### config.mk
export PLATFORM = sky130hd
export DESIGN_NAME = fetch_queue
export DESIGN_NICKNAME = d
export VERILOG_FILES = /design/src/rtl/fetch_queue.sv
export SDC_FILE = /design/constraint.sdc
export NUM_CORES = 1
export LEC_CHECK = 0
export ABC_AREA = 0
export BUFFER_PORTS_ARGS = -buffer_cell sky130_fd_sc_hd__buf_2
export CELL_PAD_IN_SITES_DETAIL_PLACEMENT = 0
export CELL_PAD_IN_SITES_GLOBAL_PLACEMENT = 1
export CORE_MARGIN = 3
export CORE_UTILIZATION = 50
export CTS_CLUSTER_SIZE = 14
export DETAILED_ROUTE_END_ITERATION = 12
export GPL_TIMING_DRIVEN = 0
export PLACE_DENSITY = 0.78
export SYNTH_ARGS = -nofsm -noshare
export SYNTH_HDL_FRONTEND = slang
export SYNTH_SLANG_ARGS = --single-unit
### constraint.sdc
create_clock -name clk -period 5.25 [get_ports clk]
set_input_delay 0.2625 -clock clk [delete_from_list [all_inputs] [get_ports clk]]
set_output_delay 0.2625 -clock clk [all_outputs]
set_load 0.1 [all_outputs]
### src/rtl/fetch_queue.sv
// Prefetching instruction fetch unit: pipelined Wishbone fetch into a DEPTH-entry {PC, IR} FIFO.
// Optional bus-error reporting is enabled with `define FETCH_ERR_EN (adds wb_err_i / ins_fault).
module fetch_queue #(
  parameter int          DEPTH    = 4,
  parameter logic [31:0] RESET_PC = 32'h0000_0000
) (
  input  logic        clk,
  input  logic        rst,
  output logic        wb_cyc_o,
  output logic        wb_stb_o,
  output logic [31:0] wb_adr_o,
  input  logic        wb_stall_i,
  input  logic        wb_ack_i,
  input  logic [31:0] wb_dat_i,
`ifdef FETCH_ERR_EN
  input  logic        wb_err_i,
  output logic        ins_fault,
`endif
  output logic        ins_valid,
  input  logic        ins_ready,
  output logic [31:0] pc_o,
  output logic [31:0] ir_o,
  input  logic        jump,
  input  logic [31:0] jump_target
);

  localparam int AW = (DEPTH > 1) ? $clog2(DEPTH) : 1;
  localparam int CW = AW + 1;
  localparam int SW = CW + 2;
  localparam logic [31:0] NOP = 32'h0000_0013;

  logic [31:0]   fetch_pc;
  logic [AW-1:0] wr_ptr, rd_ptr, tag_wr, tag_rd;
  logic [CW-1:0] count, pend, drop;
  logic [31:0]   pc_mem  [DEPTH];
  logic [31:0]   ir_mem  [DEPTH];
  logic [31:0]   tag_mem [DEPTH];
  logic [SW-1:0] used;
  logic          halted, bus_done, bus_err;
  logic          accept, live_ack, drop_ack, any_ack, pop;

`ifdef FETCH_ERR_EN
  logic fault_mem [DEPTH];
  assign bus_done = wb_ack_i | wb_err_i;
  assign bus_err  = wb_err_i;
`else
  assign bus_done = wb_ack_i;
  assign bus_err  = 1'b0;
  assign halted   = 1'b0;
`endif

  // Stale (dropped) requests still hold credits until their acks drain.
  assign used     = SW'(count) + SW'(pend) + SW'(drop);
  assign wb_stb_o = rst && !jump && !halted && (used < SW'(DEPTH));
  assign wb_cyc_o = wb_stb_o || (pend != '0) || (drop != '0);
  assign wb_adr_o = fetch_pc;

  assign accept   = wb_stb_o && !wb_stall_i;
  assign any_ack  = bus_done && ((drop != '0) || (pend != '0));
  assign drop_ack = bus_done && (drop != '0);
  assign live_ack = bus_done && (drop == '0) && (pend != '0) && !jump;
  assign pop      = ins_valid && ins_ready;
  // Oldest pending tag sits pend slots behind the write pointer.
  assign tag_rd   = tag_wr - AW'(pend);

  assign ins_valid = (count != '0);
  assign pc_o      = pc_mem[rd_ptr];
  assign ir_o      = ir_mem[rd_ptr];

  always_ff @(posedge clk or negedge rst) begin
    if (!rst) begin
      fetch_pc <= RESET_PC;
      wr_ptr   <= '0;
      rd_ptr   <= '0;
      tag_wr   <= '0;
      count    <= '0;
      pend     <= '0;
      drop     <= '0;
      for (int i = 0; i < DEPTH; i++) begin
        pc_mem[i]  <= '0;
        ir_mem[i]  <= '0;
        tag_mem[i] <= '0;
      end
    end else if (jump) begin
      count    <= '0;
      wr_ptr   <= '0;
      rd_ptr   <= '0;
      pend     <= '0;
      drop     <= drop + pend + CW'(accept) - CW'(any_ack);
      fetch_pc <= {jump_target[31:2], 2'b00};
    end else begin
      if (accept) begin
        fetch_pc        <= fetch_pc + 32'd4;
        tag_mem[tag_wr] <= fetch_pc;
        tag_wr          <= tag_wr + 1'b1;
      end
      pend <= pend + CW'(accept) - CW'(live_ack);
      drop <= drop - CW'(drop_ack);
      if (live_ack) begin
        pc_mem[wr_ptr] <= tag_mem[tag_rd];
        ir_mem[wr_ptr] <= bus_err ? NOP : wb_dat_i;
        wr_ptr         <= wr_ptr + 1'b1;
      end
      if (pop) rd_ptr <= rd_ptr + 1'b1;
      count <= count + CW'(live_ack) - CW'(pop);
    end
  end

`ifdef FETCH_ERR_EN
  assign ins_fault = fault_mem[rd_ptr];

  // A faulted fetch stops prefetching until software redirects with a jump.
  always_ff @(posedge clk or negedge rst) begin
    if (!rst) begin
      halted <= 1'b0;
      for (int i = 0; i < DEPTH; i++) fault_mem[i] <= 1'b0;
    end else begin
      if (jump) halted <= 1'b0;
      else if (live_ack && wb_err_i) halted <= 1'b1;
      if (live_ack) fault_mem[wr_ptr] <= wb_err_i;
    end
  end
`endif

endmodule

[Yosys cells after proc, flatten, opt, wreduce, memory -nomap -nowiden]
Cells that the tools add are included.
Storage, ports and cells
  register bits after elaboration: 431
  input bits: 70
  output and inout port bits: 99
  logic and storage cells: 96
Operators by class
  add/sub/neg operators: 15
  magnitude comparators: 7
  muxes and demuxes: 25
  bitwise gates (word level): 5
  reductions and logical operators: 25
Operators with widths (number)
  bitwise mux 128 bit: 3
  two-way mux 32 bit: 10
  binary-select mux 32 bit (select 2 bit): 3
  demux 32 bit (select 2 bit): 2
  adder 32 x 3 -> 32 bit, second input constant: 1
  >= comparator 3 bit, second input constant: 4
  NOT 2 -> 3 bit: 4
  subtractor 3 x 1 -> 3 bit: 4
  logical AND 1 bit: 11
  adder 3 x 1 -> 3 bit: 3
  two-way mux 3 bit: 3
  nonzero test 3 bit: 3
  two-way mux 2 bit: 4
  adder 2 x 1 -> 2 bit, second input constant: 3
  < comparator 3 x 1 -> 1 bit, second input constant: 2
  nonzero test 2 bit: 3
  adder 4 x 3 -> 5 bit: 1
  < comparator 5 x 3 -> 1 bit, second input constant: 1
  adder 3 x 3 -> 4 bit: 1
  AND reduction 2 bit: 2
  adder 3 bit: 1
  logical NOT 3 bit: 1
  logical OR 1 bit: 3
  logical NOT 1 bit: 2
  other kinds (2): 2

[Depth between registers and ports, before layout]
Gate-level depths: netlist of the first run.
  word-level depth: 8
  depth in mapped cells: 16
  depth with buffers taken out: 14

[Worst setup path before layout of the first run]
OpenSTA, ideal clock, no wires.
  kind: register to output
  start: register pend[1]
  end: output port wb_cyc_o
  arrival time: 3730 ps
  data required time: 4988 ps
  path slack: 1258 ps
  cell stages (with the launch flop): 10
  path buffers: 1
  path through: dfrtp_1 inv_1 fa_1 nor2_1 fa_1 nor2b_1 o21a_1 o21ai_0 clkbuf_1 o211ai_1
On the way
  cells in the longest elaborated chain, start to end: 6
  elaborated cells between the ends (all ways): 7
RTL lines
  start, declared: line 34  | logic [CW-1:0] count, pend, drop;
  start signal, assigned: line 97  | pend <= pend + CW'(accept) - CW'(live_ack);
  adder 3 x 3 -> 4 bit: line 53  | assign used = SW'(count) + SW'(pend) + SW'(drop);
  adder 4 x 3 -> 5 bit: line 53
  < comparator 5 x 3 -> 1 bit: line 54  | assign wb_stb_o = rst && !jump && !halted && (used < SW'(DEPTH));
  logical AND 1 bit: line 54
  logical OR 1 bit (*) (2 in a row): line 55  | assign wb_cyc_o = wb_stb_o || (pend != '0) || (drop != '0);
  end, declared: line 9  | output logic wb_cyc_o,
Every way passes the cells marked *; elsewhere a longest branch is shown, timed or not.

[Worst setup path in the final report of the first run]
Ends and elaborated chain as after synthesis.

==> results of run 1 <==
## metal layers
metal | track usage [%] | up-vias | part of all wire [%]
li1 | - | 5129 | -
met1 | 30.6 | 5954 | 45
met2 | 35.5 | 291 | 48
met3 | 3.49 | 63 | 4.7
met4 | 5.69 | 0 | 1.9
met5 | 0 | - | 0
## cell usage in the layout, fill, tap and decap left out, types with 10 or more instances in the layout
master	n
dfrtp_1	413
inv_1	22
clkbuf_16	45
o311ai_0	28
nand2_1	47
clkbuf_1	45
xnor2_1	11
ha_1	20
dlygate4sd3_1	62
mux2_2	369
clkbuf_8	10
buf_2	207
o21ai_0	13
mux4_2	92
nand4_1	10
nor2_1	18
## what timing repair did
item / in CTS / in global routing
buffers inserted: 0 / 0
hold buffers: 62 / 0
endpoints found under the hold margin: 225 / 0
## sequential cells by signal, indices dropped and copies added, names as in the netlist
signal / cells
count: 3
drop: 3
ir_mem: 128
pc_mem: 120
pend: 3
rd_ptr: 2
tag_mem: 120
tag_wr: 2
wb_adr_o: 30
wr_ptr: 2
## worst max path at each step
stage / startpoint / end / slack (ns) / cells past startpoint
after detailed placement: pend[1] / pend[2] / 0.89 / 16
after global placement: rst / pend[2] / -4.69 / 13
final: pend[1] / wb_cyc_o / 0.84 / 10
after CTS: pend[1] / wb_cyc_o / 0.84 / 10
after global routing: pend[1] / pend[2] / 0.55 / 16
after floorplan: pend[1] / wb_cyc_o / 1.26 / 9
## cell families after synthesis
| group | after synthesis |
|---|---|
| compound gates | 66 |
| xor+xnor | 14 |
| fa+ha+maj | 27 |
| buf+inv | 113 |
| flops | 413 |
| mux | 466 |
| other cells | 1 |
| simple gates | 131 |
## power by group
| group | switching, mW | internal, mW | total, mW | leakage [nW] |
|---|---|---|---|---|
| clock | 1.23 | 1.86 | 3.09 | 0.702 |
| combinational | 2.57 | 1.43 | 4.00 | 4.56 |
| sequential | 0.334 | 3.77 | 4.10 | 5.60 |
## synthesized netlist by cell type (5+ instances only)
library cell,count,area (um2)
mux4_2,92,2070
buf_2,46,230
and3_1,9,56.3
nand4_1,10,62.6
ha_1,20,250
nand2_1,47,176
mux2i_1,5,50.1
buf_1,7,26.3
o21ai_0,13,65.1
mux2_2,369,4160
nor2_1,18,67.6
clkbuf_1,32,120
nand3_1,9,45.0
nor2b_1,7,43.8
inv_1,22,82.6
or4_1,5,37.5
o311ai_0,28,245
dfrtp_1,413,10300
fa_1,7,140
xnor2_1,11,96.3
## cell type report
class	count	area (um2)
multi-input cells	708	8000
fillers	2879	14500
plain buffers	90	412
inverters	23	86.3
well taps	504	631
clock buffers	68	1310
flip-flops and latches	413	10300
repair buffers	227	1520
clock inverters	7	121
## worst max-delay path, stage by stage, from the launching register on
cell      delay (ns)
dfrtp_1         0.49
inv_1           0.12
fa_1            0.51
nor2_1          0.17
fa_1            0.44
nor2b_1         0.15
o21a_1          0.28
o21ai_0         0.35
clkbuf_1        0.33
o211ai_1        0.28
buf_2           0.47
## stage by stage
| stage | hold WS [ns] | setup TNS, ns | cell area [um2] | std cells |
|---|---|---|---|---|
| final | 0.0680 | 0 | 22400 | 2040 |
| after global routing | 0.0453 | 0 | 22400 | 2040 |
| after CTS | 0.0142 | 0 | 22400 | 2040 |
| after detailed placement | 0.269 | 0 | 20400 | 1903 |
| after global placement | 0.477 | -2330.32 | 20300 | 1900 |
| after floorplan | -0.0331 | 0 | 18800 | 1234 |
==> impl_metrics.env, run 1 <==
export IMPL_syn_instance_count=1231
export IMPL_pin_count=169
export IMPL_yosys_warnings=0
export IMPL_setup_viol=0
export IMPL_post_route_min_period_ns=4.41
export IMPL_syn_cell_area_um2=18800
export IMPL_root_buffer="clkbuf_16"
export IMPL_hold_viol_final=0
export IMPL_rows=70
export IMPL_nNetsFinal=1604
export IMPL_vias=11437
export IMPL_maxSlewViolCount=0
export IMPL_p_total_mw=11.2
export IMPL_grt_max_degree=124
export IMPL_avgSynthCellArea_um2=15.3
export IMPL_crit_type="flop to output pin"
export IMPL_vdd_ir_drop_max_mv=0.365
export IMPL_synthXorXnorAreaFrac_pct=0.651
export IMPL_cp_max_fo=10
export IMPL_tritoncts="yes"
export IMPL_reg2reg_from="pend[1]"
export IMPL_clk_latency_ns=0.56
export IMPL_overflow=0
export IMPL_cts_buffers_inserted=44
export IMPL_core_um2=36900
export IMPL_worstHoldStart="jump_target[14]"
export IMPL_rr_endpoint="pend[2]"
export IMPL_grt_first_pass_wirelength_mm=67.1
export IMPL_reg2reg_slack_ns=0.89
export IMPL_crit_arrival_ns=4.15
export IMPL_cts_max_level=2
export IMPL_synth_edf_count=0
export IMPL_status="finished, final reports clean"
export IMPL_ff2ff_path_depth=16
export IMPL_synthSimpleGateAreaFrac_pct=3.67
export IMPL_cts_buffer_depth=3
export IMPL_cp_start_kind="flop"
export IMPL_drt_wirelength_per_cell_um=20.8
export IMPL_rsz0062_at_grt="no"
export IMPL_synthArstFlopShare_pct=100
export IMPL_n_antenna_cell=0
export IMPL_grt_use_total_pct=21.7
export IMPL_synthMuxAreaShare_pct=33.4
export IMPL_wirelength_mm=42.5
export IMPL_dr_pass1_iters=4
export IMPL_die_area_um2=40000
export IMPL_cts_resized=0
export IMPL_maxCapViolations=0
export IMPL_worstSetupEndpointType="output pin"
export IMPL_path_clk_slew_ns=0.06
export IMPL_p_leak_nw=10.9
export IMPL_fin_ws_ns=0.837
export IMPL_io_buffers=162
export IMPL_vias_per_cell=5.61
export IMPL_skew_ns=0.0192
export IMPL_start_util_pct=51.0
export IMPL_drt_iter0_drc=528
export IMPL_cts_sinks=413
export IMPL_gp_congestion=0.831
export IMPL_drc=0
export IMPL_holdPathEnd="wb_adr_o[14]"
export IMPL_relSlewSlack_pct=32.7
export IMPL_area_delta_synth_final_pct=19.1
export IMPL_synth_seq_cells=413
export IMPL_die_x_um=200
export IMPL_fin_crit_sh_pct=84.1
export IMPL_synth_fa_ha_area_share_pct=2.07
export IMPL_dp_hpwl_mm=29.3
export IMPL_synth_compound_area_share_pct=2.68
export IMPL_final_util_pct=60.8
export IMPL_max_freq_mhz=227
export IMPL_synthDistinctLibCells=48
export IMPL_grt_pass1_vias=11973
export IMPL_synth_top_family_by_area="multiplexers"
export IMPL_synth_ff_type="dfrtp_1"
export IMPL_drive_gt1_share_pct=48.7
export IMPL_min_path_type="primary input to flop"
export IMPL_cp_data_required_time_ns=4.99
export IMPL_tightest_slew_ns=1.01
export IMPL_ys_seq_area_share_pct=54.9
export IMPL_ant_nets=0
export IMPL_holdPathStages=4
export IMPL_pre_cts_slack_ns=0.894
export IMPL_power_density_nw_per_um2=499
export IMPL_antenna_found_initial=0
export IMPL_chipHeight_um=200
Note: power is estimated with default switching activity, not from simulation.
==> inputs of run 2 (changes only) <==
clock period = 4.3 ns   (was 5.25 ns; I/O delays follow)
==> run 2 against run 1 <==
Compared with the run above:
- non-clock buffer count rose by 1
- largest cell class unchanged
- routed wire length is 0.18% lower
- total power is 22% higher
- combinational power increased by 22%
- count of clock-buffer cells in the layout stayed put
- clock skew rose by 0.00079 ns
- sequential share of layout area is essentially flat
- global-route usage about the same
- via count is 0.13% lower
- die area unchanged
==> impl_metrics.env, run 2 (synthesis gave the netlist of run 1 again) <==
export IMPL_status="finished, final reports clean"
export IMPL_wirelength_mm=42.4
export IMPL_final_util_pct=60.9
export IMPL_path_clk_slew_ns=0.06
export IMPL_clk_latency_ns=0.56
export IMPL_critical_path_top_delay_family="adder cells"
export IMPL_gp_congestion=0.831
export IMPL_crit_type="flop to output pin"
export IMPL_tritoncts="yes"
export IMPL_reg_top3="ir_mem: 128 flops, pc_mem: 120 flops, tag_mem: 120 flops"
export IMPL_slowest_delay_ns=0.46
export IMPL_p_int_mw=8.62
export IMPL_start_util_pct=51.0
export IMPL_core_um2=36900
export IMPL_cpMostUsedCell="fa_1"
export IMPL_post_route_min_period_ns=4.03
export IMPL_relSlewSlack_pct=32.5
export IMPL_reg2reg_from="pend[1]"
export IMPL_multi_input_area_um2=8000
export IMPL_cp_max_fo=10
export IMPL_power_switching_mw=5.04
export IMPL_skew_ns=0.0199
export IMPL_overflow=0
export IMPL_worst_path_buf_inv=3
export IMPL_drive_gt1_share_pct=48.9
export IMPL_grt_first_pass_wirelength_mm=67.1
export IMPL_ant_nets=0
export IMPL_pin_count=169
export IMPL_grt_pass1_vias=11977
export IMPL_vias_per_cell=5.60
export IMPL_drt_wirelength_per_cell_um=20.8
export IMPL_worstSetupEndpointType="output pin"
export IMPL_power_frac_seq_pct=36.7
export IMPL_dp_cells=1903
export IMPL_setup_viol=0
export IMPL_worstHoldStart="wb_stall_i"
export IMPL_io_buffers=162
export IMPL_regMostFlops="ir_mem"
export IMPL_nNetsFinal=1605
export IMPL_n_antenna_cell=0
export IMPL_cts_buffer_depth=3
export IMPL_hold_viol_final=0
export IMPL_power_density_nw_per_um2=609
export IMPL_vias=11422
export IMPL_holdPathStages=3
export IMPL_cp_start_kind="flop"
export IMPL_cpMaxStageDelayCell="dfrtp_2"
export IMPL_largest_reg_flops=128
export IMPL_dp_hpwl_mm=29.3
export IMPL_p_leak_nw=10.9
export IMPL_clkPwrFrac_pct=27.6
export IMPL_ff2ff_path_depth=16
export IMPL_reg2reg_slack_ns=0.28
export IMPL_layout_common_cells="dfrtp_1 (412), mux2_2 (369), buf_2 (206)"
export IMPL_root_buffer="clkbuf_16"
export IMPL_final_common_cell="dfrtp_1"
export IMPL_maxSlewViolCount=0
export IMPL_fill_cells=2871
export IMPL_area_delta_synth_final_pct=19.2
export IMPL_final_cells=2041
export IMPL_rr_endpoint="pend[2]"
export IMPL_cts_sinks=413
export IMPL_worstPathCellList="inv_1, fa_1, nor2_1, fa_1, nor2b_1, o21a_1, o21ai_1, clkbuf_1, o211ai_1, buf_4"
export IMPL_antenna_found_initial=0
export IMPL_fin_crit_sh_pct=93.8
export IMPL_drc=0
export IMPL_holdPathEnd="wb_adr_o[9]"
export IMPL_vdd_ir_drop_max_mv=0.446
export IMPL_rsz0062_at_grt="yes"
export IMPL_rows=70
export IMPL_die_x_um=200
export IMPL_dr_pass1_iters=5
export IMPL_drt_iter0_drc=637
export IMPL_die_area_um2=40000
export IMPL_switching_share_pct=36.9
export IMPL_grt_use_total_pct=21.7
export IMPL_cts_buffers_inserted=44
export IMPL_cts_max_level=2
export IMPL_cp_data_required_time_ns=4.09
export IMPL_max_freq_mhz=248
export IMPL_pwr_share_comb_pct=35.7
export IMPL_min_path_type="primary input to flop"
export IMPL_crit_arrival_ns=3.82
export IMPL_chipHeight_um=200
export IMPL_regArea_um2=10300
export IMPL_grt_max_degree=124
export IMPL_maxCapViolations=0
export IMPL_tightest_slew_ns=1.01
## run 2: what timing repair did
item / 4_1_cts / 5_1_grt
endpoints found under the setup margin: 3 / 4
hold buffers: 63 / 0
gates resized for setup: 2 / 4
endpoints found under the hold margin: 226 / 0
setup buffers: 0 / 0
## run 2: area by class of cell
class,instances,area share [%]
multi-input combinational,708,35.7
buffer,90,1.85
tap,504,2.81
inverter,23,0.385
sequential,413,46.1
timing repair buffer,228,6.85
clock buffer,68,5.85
clock inverter,7,0.541
## run 2: worst reg2reg max path, stage by stage, from the launching register on
cell      delay, ns
dfrtp_2        0.46
inv_1          0.12
fa_1           0.46
nor2_1         0.17
fa_1           0.44
nor2b_1        0.16
o21a_1         0.28
nand2_1        0.16
clkbuf_2       0.25
clkbuf_2       0.25
ha_1           0.33
inv_1          0.05
ha_1           0.13
inv_1          0.05
fa_1           0.37
xnor2_1        0.16
nor2_1         0.05
## run 2: through the flow
step                      setup slack [ns]  total power [mW]  hold slack, ns  instance area [um2]  TNS (ns)
after floorplan                      0.355              8.77         -0.0806                18800         0
after global placement               -5.59              9.81           0.430                20300  -2847.36
after detailed placement           -0.0563              9.94           0.222                20400   -0.0563
after CTS                           0.0640              13.8          0.0944                22400         0
after global routing              -0.00662              14.3           0.144                22400  -0.00662
final                                0.266              13.7           0.125                22400         0
## run 2: metal layers
metal	vias to the layer above	global-route usage (%)	wire length, um
met2	267	35.4	20400
met3	63	3.47	1910
met1	5961	30.7	19300
met5	-	0	0
li1	5131	-	-
met4	0	5.69	841
## run 2: worst max-delay path by stage
stage	end	cells after the start	from
5_1_grt	pend[2]	16	pend[2]
6_report	wb_cyc_o	10	pend[1]
4_1_cts	wb_cyc_o	10	pend[1]
2_1_floorplan	wb_cyc_o	9	pend[1]
3_3_place_gp	pend[2]	13	rst
3_5_place_dp	pend[2]	16	pend[1]
## run 2: power by group through the flow
stage	clock network (mW)	registers, mW	logic, mW
2_1_floorplan	0	5.16	3.61
3_3_place_gp	0	5.04	4.78
3_5_place_dp	0	5.07	4.87
4_1_cts	3.87	5.01	4.93
5_1_grt	4.03	5.10	5.20
6_report	3.77	5.01	4.88
==> inputs of run 3 (changes only) <==
ABC_AREA = 1   (was 0)
CORE_UTILIZATION = 45   (was 50)
CTS_CLUSTER_SIZE = 12   (was 14)
PLACE_DENSITY = 0.79   (was 0.78)
==> run 3 against run 2 <==
Compared with the run above:
- largest cell class unchanged
- highest routed layer is now met5
- global-route usage rose by 6.7 points
- first-iteration DRC count rose by 140%
- maximum frequency fell by 0.13%
- worst hold slack got worse by 0.0049 ns
- cell count rose by 76%
- synthesized cell count rose by 120%
- critical endpoint is now drop[2]
==> impl_metrics.env, run 3 <==
export IMPL_status="finished, final reports clean"
export IMPL_worstSetupEndpointType="flop"
export IMPL_ant_nets=0
export IMPL_ff2ff_path_depth=18
export IMPL_clk_latency_ns=0.58
export IMPL_maxSlewViolCount=0
export IMPL_overflow=0
export IMPL_tightest_slew_ns=0.789
export IMPL_n_antenna_cell=0
export IMPL_p_int_mw=9.00
export IMPL_path_clk_slew_ns=0.06
export IMPL_rows=77
export IMPL_area_delta_synth_final_pct=19.4
export IMPL_start_util_pct=45.8
export IMPL_rsz0062_at_grt="no"
export IMPL_maxCapViolations=0
export IMPL_pwr_share_comb_pct=47.3
export IMPL_largest_reg_flops=128
export IMPL_final_util_pct=54.7
export IMPL_regMostFlops="ir_mem"
export IMPL_dr_pass1_iters=5
export IMPL_drt_iter0_drc=1554
export IMPL_switching_share_pct=49.5
export IMPL_grt_use_total_pct=28.3
export IMPL_fin_ws_ns=0.261
export IMPL_synth_ff_type="dfrtp_1"
export IMPL_skew_ns=0.0150
export IMPL_antenna_found_initial=1
export IMPL_crit_arrival_ns=4.47
export IMPL_cp_data_required_time_ns=4.73
export IMPL_die_area_um2=47900
export IMPL_power_density_nw_per_um2=732
export IMPL_crit_type="flop to flop"
export IMPL_vias=18757
export IMPL_synthDistinctLibCells=29
export IMPL_clkPwrFrac_pct=24.0
export IMPL_synthArstFlopShare_pct=100
export IMPL_grt_pass1_vias=18624
export IMPL_synth_common_cells="nand2_1 (1158), dfrtp_1 (413), o21ai_1 (248)"
export IMPL_drive_gt1_share_pct=11.4
export IMPL_drc=0
export IMPL_synth_top_area_cell="dfrtp_1"
export IMPL_die_x_um=219
export IMPL_post_route_min_period_ns=4.04
export IMPL_cts_buffer_depth=3
export IMPL_ys_seq_area_share_pct=50.7
export IMPL_root_buffer="clkbuf_16"
export IMPL_pre_cts_slack_ns=-0.00943
export IMPL_vias_per_cell=5.23
export IMPL_cp_max_fo=10
export IMPL_synth_edf_count=0
export IMPL_reg_top3="ir_mem: 128 flops, pc_mem: 120 flops, tag_mem: 120 flops"
export IMPL_tritoncts="yes"
export IMPL_setup_viol=0
export IMPL_vdd_ir_drop_max_mv=0.720
export IMPL_avgSynthCellArea_um2=7.63
export IMPL_pin_count=169
export IMPL_synthDominantCellAreaShare_pct=50.7
export IMPL_syn_instance_count=2673
export IMPL_core_um2=44500
export IMPL_max_freq_mhz=248
export IMPL_grt_first_pass_wirelength_mm=106
export IMPL_final_common_cell="nand2_1"
export IMPL_holdPathStages=5
export IMPL_synth_seq_cells=413
export IMPL_cts_sinks=413
export IMPL_chipHeight_um=219
export IMPL_wirelength_mm=67.5
export IMPL_nNetsFinal=3050
export IMPL_layout_common_cells="nand2_1 (1158), dfrtp_1 (412), o21ai_1 (248)"
export IMPL_power_frac_seq_pct=28.7
export IMPL_yosys_warnings=0
export IMPL_cts_max_level=2
export IMPL_post_synth_top_count_cell="nand2_1"
export IMPL_cts_buffers_inserted=47
export IMPL_cp_start_kind="flop"
export IMPL_hold_viol_final=0
export IMPL_power_switching_mw=8.83
export IMPL_p_leak_nw=13.0
export IMPL_grt_max_degree=120
export IMPL_io_buffers=161
export IMPL_min_path_type="primary input to flop"
export IMPL_synthTopCellsByArea="dfrtp_1 (51%), nand2_1 (21%), o21ai_1 (6.1%)"
export IMPL_drt_wirelength_per_cell_um=18.8
export IMPL_relSlewSlack_pct=46.9
export IMPL_fin_crit_sh_pct=93.9
export IMPL_gp_congestion=0.882
export IMPL_syn_cell_area_um2=20400
export IMPL_dp_hpwl_mm=46.9
[run 3: cell types whose count changed after synthesis, moves of 29 or more]
cell | before | now
nand2_1 | 47 | 1158
mux2_2 | 369 | 0
o21ai_1 | 0 | 248
nor2_1 | 18 | 185
o21ai_0 | 13 | 166
mux4_2 | 92 | 0
clkbuf_1 | 32 | 104
nand3_1 | 9 | 72
o22ai_1 | 0 | 62
buf_2 | 46 | 76
inv_1 | 22 | 51
[run 3: per-stage QoR]
| stage | std cells | hold slack, ns | power [mW] | instance area [um2] | setup TNS (ns) |
|---|---|---|---|---|---|
| final | 3583 | 0.120 | 17.8 | 24400 | 0 |
| after CTS | 3583 | 0.0954 | 17.9 | 24300 | 0 |
| after global routing | 3583 | 0.111 | 18.8 | 24400 | 0 |
| after global placement | 3429 | 0.440 | 13.5 | 22000 | -3000.35 |
| after floorplan | 2676 | -0.0806 | 11.4 | 20400 | 0 |
| after detailed placement | 3433 | 0.184 | 13.6 | 22100 | -0.00943 |
[run 3: final timing paths]
check / start / to / slack, ns
worst max-delay path: pend[1] / drop[2] / 0.26
max in group asynchronous: rst / ir_mem[95] / 2.77
worst min-delay path: jump / wb_adr_o[3] / 0.12
min in group asynchronous: rst / ir_mem[115] / 0.16
worst min register to register: tag_mem[102] / tag_mem[102] / 0.47
worst max register to register: pend[1] / drop[2] / 0.26
[run 3: routing by layer]
metal	GRT usage, %	part of all wire, %	vias to the layer above	wire length (um)
met3	4.25	5.9	140	3960
met1	37.6	43	8863	29000
li1	-	-	9119	-
met4	10.1	3.6	2	2410
met5	0	0.016	-	11
met2	47.4	48	633	32100
[run 3: repair_timing]
| item | 4_1_cts | 5_1_grt |
|---|---|---|
| hold buffers | 63 | 0 |
| resized for setup | 1 | 3 |
| endpoints found under the setup margin | 1 | 1 |
| hold endpoints to repair | 216 | 0 |
| setup buffers | 0 | 0 |
[run 3: cell type report]
cell class / instances / area (um2)
fillers: 4282 / 20200
repair buffers: 228 / 1560
inverters: 60 / 225
plain buffers: 204 / 905
flip-flops and latches: 413 / 10300
clock buffers: 71 / 1410
well taps: 592 / 741
clock inverters: 16 / 236
multi-input cells: 1999 / 8950
[run 3: power groups by stage]
stage                     Combinational, mW  Sequential [mW]  Clock (mW)
final                                  8.44             5.12        4.27
after global routing                   9.03             5.21        4.52
after CTS                              8.46             5.11        4.34
after detailed placement               8.39             5.18           0
after global placement                 8.32             5.16           0
after floorplan                        5.89             5.55           0
[run 3: cell families (layout without fill, tap and decap cells)]
| group | count (synthesis) | after routing | share of synthesized area (%) |
|---|---|---|---|
| flip-flops | 413 | 413 | 50.7 |
| XOR/XNOR | 19 | 19 | 0.816 |
| AND/OR/NAND/NOR | 1437 | 1437 | 27.4 |
| buffers and inverters | 264 | 579 | 5.51 |
| other | 1 | 4 | 0.0184 |
| adder cells (fa/ha/maj) | 27 | 27 | 1.91 |
| AO/OA/AOI/OAI | 482 | 482 | 12.2 |
| multiplexers | 30 | 30 | 1.47 |
[run 3: critical path: stages, from the launching register on]
cell	delay, ns
dfrtp_2	0.46
inv_1	0.11
fa_1	0.53
a21oi_1	0.06
fa_1	0.48
nor2_1	0.04
nand2_1	0.10
inv_2	0.04
nand3_1	0.17
buf_6	0.19
inv_2	0.06
buf_2	0.21
fa_1	0.43
fa_1	0.38
xor2_1	0.16
inv_1	0.06
or2_2	0.27
nand3_1	0.06
o21ai_0	0.08
